## src/rtl/serial_alu_n.sv

```systemverilog
// ============================================================================
// Module   : serial_alu_n
// Purpose  : WIDTH-bit bit-serial ALU, LSB first, start/busy/done handshake.
// Revision : 1.0  initial parametrised release
// ============================================================================
`default_nettype none

module serial_alu_n #(
   parameter int WIDTH = 4
) (
   input  logic             clk,
   input  logic             rst,
   input  logic             start,
   input  logic [2:0]       opcode,
   input  logic [WIDTH-1:0] a,
   input  logic [WIDTH-1:0] b,
   output logic             busy,
   output logic             done,
   output logic [WIDTH-1:0] result,
   output logic             carry,
   output logic             sign,
   output logic             zero,
   output logic             ovf
);

   localparam int IW = (WIDTH > 1) ? $clog2(WIDTH) : 1;
   localparam logic [IW-1:0]    c_last    = IW'(WIDTH - 1);
   localparam logic [IW-1:0]    c_idx_one = IW'(1);
   localparam logic [WIDTH-1:0] c_one     = WIDTH'(1);

   localparam logic [2:0] c_op_clr  = 3'b000;
   localparam logic [2:0] c_op_xnor = 3'b001;
   localparam logic [2:0] c_op_sub  = 3'b010;
   localparam logic [2:0] c_op_nand = 3'b011;
   localparam logic [2:0] c_op_add  = 3'b100;
   localparam logic [2:0] c_op_abs  = 3'b101;

   typedef enum logic [1:0] {
      S_IDLE   = 2'd0,
      S_RUN    = 2'd1,
      S_FINISH = 2'd2
   } state_t;

   state_t           r_state;
   logic [WIDTH-1:0] r_a;
   logic [WIDTH-1:0] r_b;
   logic [WIDTH-1:0] r_sh;
   logic [2:0]       r_op;
   logic [IW-1:0]    r_idx;
   logic             r_cy;

   logic             w_ai;
   logic             w_bi;
   logic             w_bit;
   logic             w_cy_nxt;
   logic             w_msb;
   logic             w_ovf_add;
   logic             w_ovf_sub;
   logic             w_neg;
   logic [WIDTH-1:0] w_mag;

   assign w_ai = r_a[r_idx];
   assign w_bi = r_b[r_idx];

   // One bit slice; r_cy holds carry for ADD and borrow for SUB/ABS_SUB.
   always_comb begin
      w_bit    = 1'b0;
      w_cy_nxt = r_cy;
      case (r_op)
         c_op_xnor: w_bit = ~(w_ai ^ w_bi);
         c_op_nand: w_bit = ~(w_ai & w_bi);
         c_op_add: begin
            w_bit    = w_ai ^ w_bi ^ r_cy;
            w_cy_nxt = (w_ai & w_bi) | ((w_ai ^ w_bi) & r_cy);
         end
         c_op_sub, c_op_abs: begin
            w_bit    = w_ai ^ w_bi ^ r_cy;
            w_cy_nxt = (~w_bi & w_ai) | (~(w_ai ^ w_bi) & r_cy);
         end
         default: ;
      endcase
   end

   assign w_msb     = r_sh[WIDTH-1];
   assign w_ovf_add = (r_a[WIDTH-1] == r_b[WIDTH-1]) && (w_msb != r_a[WIDTH-1]);
   assign w_ovf_sub = (r_b[WIDTH-1] != r_a[WIDTH-1]) && (w_msb != r_b[WIDTH-1]);
   assign w_neg     = w_msb ^ w_ovf_sub;
   assign w_mag     = w_neg ? (~r_sh + c_one) : r_sh;

   always_ff @(posedge clk) begin
      if (rst) begin
         r_state <= S_IDLE;
         r_a     <= '0;
         r_b     <= '0;
         r_sh    <= '0;
         r_op    <= c_op_clr;
         r_idx   <= '0;
         r_cy    <= 1'b0;
         busy    <= 1'b0;
         done    <= 1'b0;
         result  <= '0;
         carry   <= 1'b0;
         sign    <= 1'b0;
         zero    <= 1'b1;
         ovf     <= 1'b0;
      end else begin
         case (r_state)
            S_IDLE: begin
               done <= 1'b0;
               if (start) begin
                  r_a   <= a;
                  r_b   <= b;
                  r_op  <= opcode;
                  r_idx <= '0;
                  r_cy  <= 1'b0;
                  busy  <= 1'b1;
                  if (opcode != c_op_clr && opcode <= c_op_abs)
                     r_state <= S_RUN;
                  else
                     r_state <= S_FINISH;
               end
            end
            S_RUN: begin
               // Bits enter at the MSB end so bit 0 lands at position 0 after WIDTH shifts.
               r_sh  <= {w_bit, r_sh[WIDTH-1:1]};
               r_cy  <= w_cy_nxt;
               r_idx <= r_idx + c_idx_one;
               if (r_idx == c_last)
                  r_state <= S_FINISH;
            end
            S_FINISH: begin
               done    <= 1'b1;
               busy    <= 1'b0;
               r_state <= S_IDLE;
               case (r_op)
                  c_op_clr: begin
                     result <= '0;
                     carry  <= 1'b0;
                     sign   <= 1'b0;
                     zero   <= 1'b1;
                     ovf    <= 1'b0;
                  end
                  c_op_xnor, c_op_nand: begin
                     result <= r_sh;
                     carry  <= 1'b0;
                     sign   <= w_msb;
                     zero   <= (r_sh == '0);
                     ovf    <= 1'b0;
                  end
                  c_op_add: begin
                     result <= r_sh;
                     carry  <= r_cy;
                     sign   <= w_msb;
                     zero   <= (r_sh == '0);
                     ovf    <= w_ovf_add;
                  end
                  c_op_sub: begin
                     result <= r_sh;
                     carry  <= r_cy;
                     sign   <= w_msb;
                     zero   <= (r_sh == '0);
                     ovf    <= w_ovf_sub;
                  end
                  c_op_abs: begin
                     result <= w_mag;
                     carry  <= r_cy;
                     sign   <= w_neg;
                     zero   <= (w_mag == '0);
                     ovf    <= 1'b0;
                  end
                  default: ;
               endcase
            end
            default: r_state <= S_IDLE;
         endcase
      end
   end

endmodule

`default_nettype wire

```

## config.mk

```make
export PLATFORM = sky130hd
export DESIGN_NAME = serial_alu_n
export DESIGN_NICKNAME = d
export VERILOG_FILES = /design/src/rtl/serial_alu_n.sv
export SDC_FILE = /design/constraint.sdc
export NUM_CORES = 1
export LEC_CHECK = 0
export CAP_MARGIN = 15
export CORE_AREA = 10 10 67 69
export CTS_CLUSTER_SIZE = 28
export DETAILED_ROUTE_END_ITERATION = 8
export DIE_AREA = 0 0 77 79
export PLACE_DENSITY = 0.82
export SLEW_MARGIN = 0
export SYNTH_ARGS = -nofsm -noshare
export SYNTH_HDL_FRONTEND = slang
export SYNTH_SLANG_ARGS = --single-unit
```

## constraint.sdc

```tcl
create_clock -name clk -period 2.3 [get_ports clk]
set_input_delay 0.69 -clock clk [delete_from_list [all_inputs] [get_ports clk]]
set_output_delay 0.69 -clock clk [all_outputs]
set_load 0.01 [all_outputs]
```

**After elaboration in Yosys (flattened, before gate mapping)**

Cells that the tools add are included.
W data, S select, Z words.

- $lt $le $gt $ge: 2
- $add $sub $neg: 2
- Equal/unequal tests: 15
- Bitwise logic cells: 13
- Reduce and logical (&&, ||, !) cells: 26
- Mux-type cells: 23

Operators with widths:

| operator | count |
|---|---|
| $reduce_and A2 Y1 | 7 |
| $pmux W1 S3 | 4 |
| $pmux W4 S3 | 1 |
| $pmux W1 S2 | 5 |
| $reduce_bool A3 Y1 | 3 |
| $logic_not A4 Y1 | 2 |
| $mux W2 | 4 |
| $pmux W2 S2 | 2 |
| $reduce_or A4 Y1 | 2 |
| $eq A3 B2 Y1 const B | 2 |
| $eq A3 B3 Y1 const B | 2 |
| $reduce_bool A2 Y1 | 3 |
| $reduce_or A3 Y1 | 2 |
| $add A4 B1 Y4 const B | 1 |
| $and A1 B1 Y1 | 4 |
| $bmux W1 S2 | 2 |
| $eq A2 B2 Y1 const B | 2 |
| $mux W1 | 4 |
| $mux W4 | 1 |
| $ne A2 B2 Y1 const B | 2 |
| $not A4 Y4 | 1 |
| $eq A3 B1 Y1 const B | 1 |
| $le A3 B3 Y1 const B | 1 |
| $logic_and A1 B1 Y1 | 3 |
| other kinds (13) | 20 |

- Register bits: 30
- Input port bits: 14
- Output and inout bits: 10

**Depth between registers and ports, before layout**

- Depth in word-level cells: 8
- Mapped depth: 7

**Least setup slack after synthesis**

No wires, ideal clock.

- Path kind: reg-to-reg
- Start: reg r_idx[0]
- End: reg r_sh[3]
- Setup time: 0.059 ns
- Data required time: 2.241 ns
- Arrival time: 1.944 ns
- Stages on the path, launching flop included: 8
- Setup slack: 0.297 ns
- Period minus slack after synthesis: 2.003 ns
- Cells stage by stage: dfxtp_1 -> mux4_2 -> inv_1 -> fa_1 -> inv_1 -> nand3_1 -> a21oi_1 -> o221a_2

- Word-level cells in the longest chain between the ends: 5

Ends and longest elaborated chain:

| item | line | source |
|---|---|---|
| start: declaration | 49 | `logic [IW-1:0] r_idx;` |
| start signal: assignment | 127 | `r_idx <= r_idx + c_idx_one;` |
| $bmux W1 S2, on equally long branches | 62, 63 |  |
| $mux W1, on equally long branches | 62, 63 |  |
| $xor A1 B1 Y1 / $and A1 B1 Y1 (equally long branches) | - |  |
| $xor A1 B1 Y1 (tied with other cells) | 73, 77 |  |
| $pmux W1 S3 (*) | 69 | `case (r_op)` |
| end signal: assignment | 125 | `r_sh <= {w_bit, r_sh[WIDTH-1:1]};` |
| end: declaration | 47 | `logic [WIDTH-1:0] r_sh;` |

Every way passes the cells marked *; elsewhere a longest branch is shown, timed or not. The select of a mux whose other input is x is not followed.
A chain may end at the register's enable or synchronous reset.

**Worst setup path in the final report**

- Start: reg r_idx[0]
- End: reg r_cy

- Word-level cells in the longest chain between the ends: 8

Ends and longest elaborated chain:

| item | line | source |
|---|---|---|
| $bmux W1 S2, on equally long branches | 62, 63 |  |
| $mux W1, on equally long branches | 62, 63 |  |
| $xor A1 B1 Y1 | 74, 78 |  |
| $not A1 Y1 | 78 | `w_cy_nxt = (~w_bi & w_ai) \| (~(w_ai ^ w_bi) & r_cy);` |
| $and A1 B1 Y1 | 78 |  |
| $or A1 B1 Y1 | 78 |  |
| $pmux W1 S2 (*) | 69 |  |
| $pmux W1 S2 (*) | 107 | `case (r_state)` |
| end signal: assignment | 126 | `r_cy <= w_cy_nxt;` |
| end: declaration | 50 | `logic r_cy;` |

Marked as above.

==> impl_metrics.tcl <==
set metrics [dict create \
    cts.clk_slew.worst_paths_ns 0.11 \
    swShare_pct 27.6 \
    antenna_cells 0 \
    path_cells "mux4_2, fa_1, or3_1, o21ai_0, a221oi_1, o32ai_1" \
    fin_skew_ns 0.0112 \
    post_cts_buffers 0 \
    p_clk_share_pct 35.2 \
    start_util_pct 50.9 \
    reg2reg_depth 6 \
    crit_path_start "r_idx[0]" \
    r2r_slack_ns 0.20 \
    dp_cells 250 \
    drc_errors 0 \
    seq_area_um2 602 \
    min_period_ns 2.10 \
    grt_setup_unrepaired "false" \
    hold_class "flip-flop to flip-flop" \
    root_buffer "clkbuf_4" \
    grt_max_degree 25 \
    insertion_delay_ns 0.34 \
    synth_nets 208 \
    instances_no_fill 258 \
    cp_top_family "multiplexers" \
    gr-total-overflow 0 \
    slowest_delay_ns 0.57 \
    track_usage_pct 12.1 \
    drt_iter0_markers 138 \
    p_int_mw 0.883 \
    ys_types 49 \
    place_hpwl_um 2700 \
    cts.sinks 30 \
    p_sw_mw 0.336 \
    arrival_ns 2.35 \
    holdWs_ns 0.460 \
    power_density_nw_per_um2 608 \
    numPortBuffers 23 \
    synth_top_area_cell "dfxtp_1" \
    final_cell_mix "29 x dfxtp_1, 23 x clkdlybuf4s50_1, 21 x nor2_1" \
    cp_max_fo 5 \
    seq_power_share_pct 47.7 \
    maxCapViolCount 0 \
    vias 1435 \
    cts_tree "yes" \
    ant_nets 0 \
    synthCells 187 \
    crit_required_ns 2.55 \
    placed_area_um2 1920 \
    core-area_um2 3230 \
    wl_per_cell_um 14.1 \
    report.power.total_mw 1.22 \
    vdd.ir_drop.worst_mv 0.532 \
    min_path_cells 2 \
    syn2layout_area_growth_pct 21.7 \
    setup_viol 0 \
    ys_async_sr_fraction_pct 0 \
    die_area_um2 6080 \
    final_common_cell "dfxtp_1" \
    ys_ff_latch 30 \
    die_h_um 79 \
    yosysWarnings 0 \
    end_kind "flip-flop" \
    crit_type "flip-flop to flip-flop" \
    grt_pass1_wl_um 6220 \
    fmax_mhz 477 \
    vias_per_cell 5.56 \
    fp.dieW_um 77 \
    layout_setup_ws_ns 0.203 \
    io_pins 24 \
    stdcell_area_um2 2000 \
    start_kind "flip-flop" \
    hold_buffers 0 \
    postLayoutCoreUtil_pct 62.0 \
    worstMarginPinSlew_ns 0.545 \
    layout-drive-gt1-share_pct 11.8 \
    antenna_found_initial 0 \
    fin_setup_tns_ns 0 \
    fillers 276 \
    grt_pass1_vias 1371 \
    synth_edf_count 0 \
    gp_congestion 0.923 \
    slew_violations 0 \
    r2r_end "r_cy" \
    fp-row-count 21 \
    fin_nets 232 \
    drt_wl_total_um 3630 \
    syn_area_um2 1650 \
    fin_crit_sh_pct 91.2 \
    ys_top_cells_by_area "dfxtp_1 36%, mux2i_1 6.7%, a21oi_1 4.9%" \
    slew_headroom_pct 63.6 \
    cts_buffer_depth 2 \
    status "finished, final reports clean" \
    holdPathEnd "carry" \
    synth_ff_type "dfxtp_1" \
    dpl_worst_slack_ns 0.142 \
    cts-buffers-inserted 5 \
    htree_levels 2 \
    finalHoldViolCount 0 \
    cts_resized 0 \
    yosys.area.top_type_share_pct 36.5 \
    multi_input_area_um2 952 \
    worst-path-buf-inv 0 \
    r2r_start "r_idx[0]" \
    cpMaxStageDelayCell "mux4_2" \
    syn_area_per_cell_um2 8.81 \
    dr.pass1.iters 4 \
    yosysSeqAreaShare_pct 36.5 \
    cellLeakagePower_nw 0.786 \
    worstHoldStart "carry" \
    power_frac_comb_pct 17.1 \
]
==> Yosys cell counts, drive strengths merged, types with 3 or more instances <==
cell	number
mux2i	11
o21bai	3
nor2b	6
clkbuf	4
a21oi	16
inv	8
nand2	14
o21ai	6
nand3	4
or2	4
ha	5
nor2	21
dfxtp	30
a211oi	3
nor3	4
buf	7
==> registers in the layout, indices dropped and copies added, names as in the netlist <==
name	flops
r_state	2
r_op	3
ovf	1
r_cy	1
r_b	4
done	1
busy	1
zero	1
r_a	4
r_sh	4
carry	1
r_idx	2
sign	1
result	4
==> worst register-to-register path, delay by kind of cell, from the launching register on <==
kind	cells	cell delay (ns)
flip-flops	1	0.41
adder cells (fa/ha/maj)	1	0.41
AO/OA/AOI/OAI	3	0.32
AND/OR/NAND/NOR	1	0.32
multiplexers	1	0.57
==> logic make-up after synthesis <==
family / after synthesis / synth area share, %
muxes: 13 / 9.42
DFF: 30 / 36.5
AOI/OAI and AO/OA: 48 / 19.8
and+or+nand+nor: 68 / 21.2
xor gates and xnor gates: 1 / 0.532
adders and majority gates: 8 / 6.91
buffers and inverters: 19 / 5.70
==> power groups by stage <==
stage / clock network (mW) / logic [mW] / registers [mW]
finish: 0.429 / 0.208 / 0.582
global route: 0.455 / 0.233 / 0.587
CTS: 0.439 / 0.209 / 0.581
detailed placement: 0 / 0.207 / 0.593
global placement: 0 / 0.203 / 0.591
floorplan: 0 / 0.145 / 0.578
==> routing by layer <==
layer  up-vias  GRT usage [%]  part of all wire [%]
met2        37           18.5                    47
met1       674           15.1                    46
met5         -              0                     0
li1        719              -                     -
met4         0           6.02                   1.8
met3         5           3.94                   5.2
==> cell type report <==
type | count | area share (%)
clock buffer | 5 | 1.87
clock inverter | 3 | 2.25
inverter | 8 | 1.50
multi-input combinational | 138 | 47.5
sequential | 30 | 30.0
tap | 46 | 2.87
timing repair buffer | 28 | 14.0
==> worst max-delay path by stage <==
stage                          to  slack, ns  depth (start not counted)
after floorplan           r_sh[3]       0.30                          7
after global placement    r_sh[3]       0.21                          7
after detailed placement     r_cy       0.14                          6
after CTS                    r_cy       0.12                          6
after global routing      r_sh[3]       0.07                          7
final                        r_cy       0.20                          6
(Power assumes the default switching activity.)
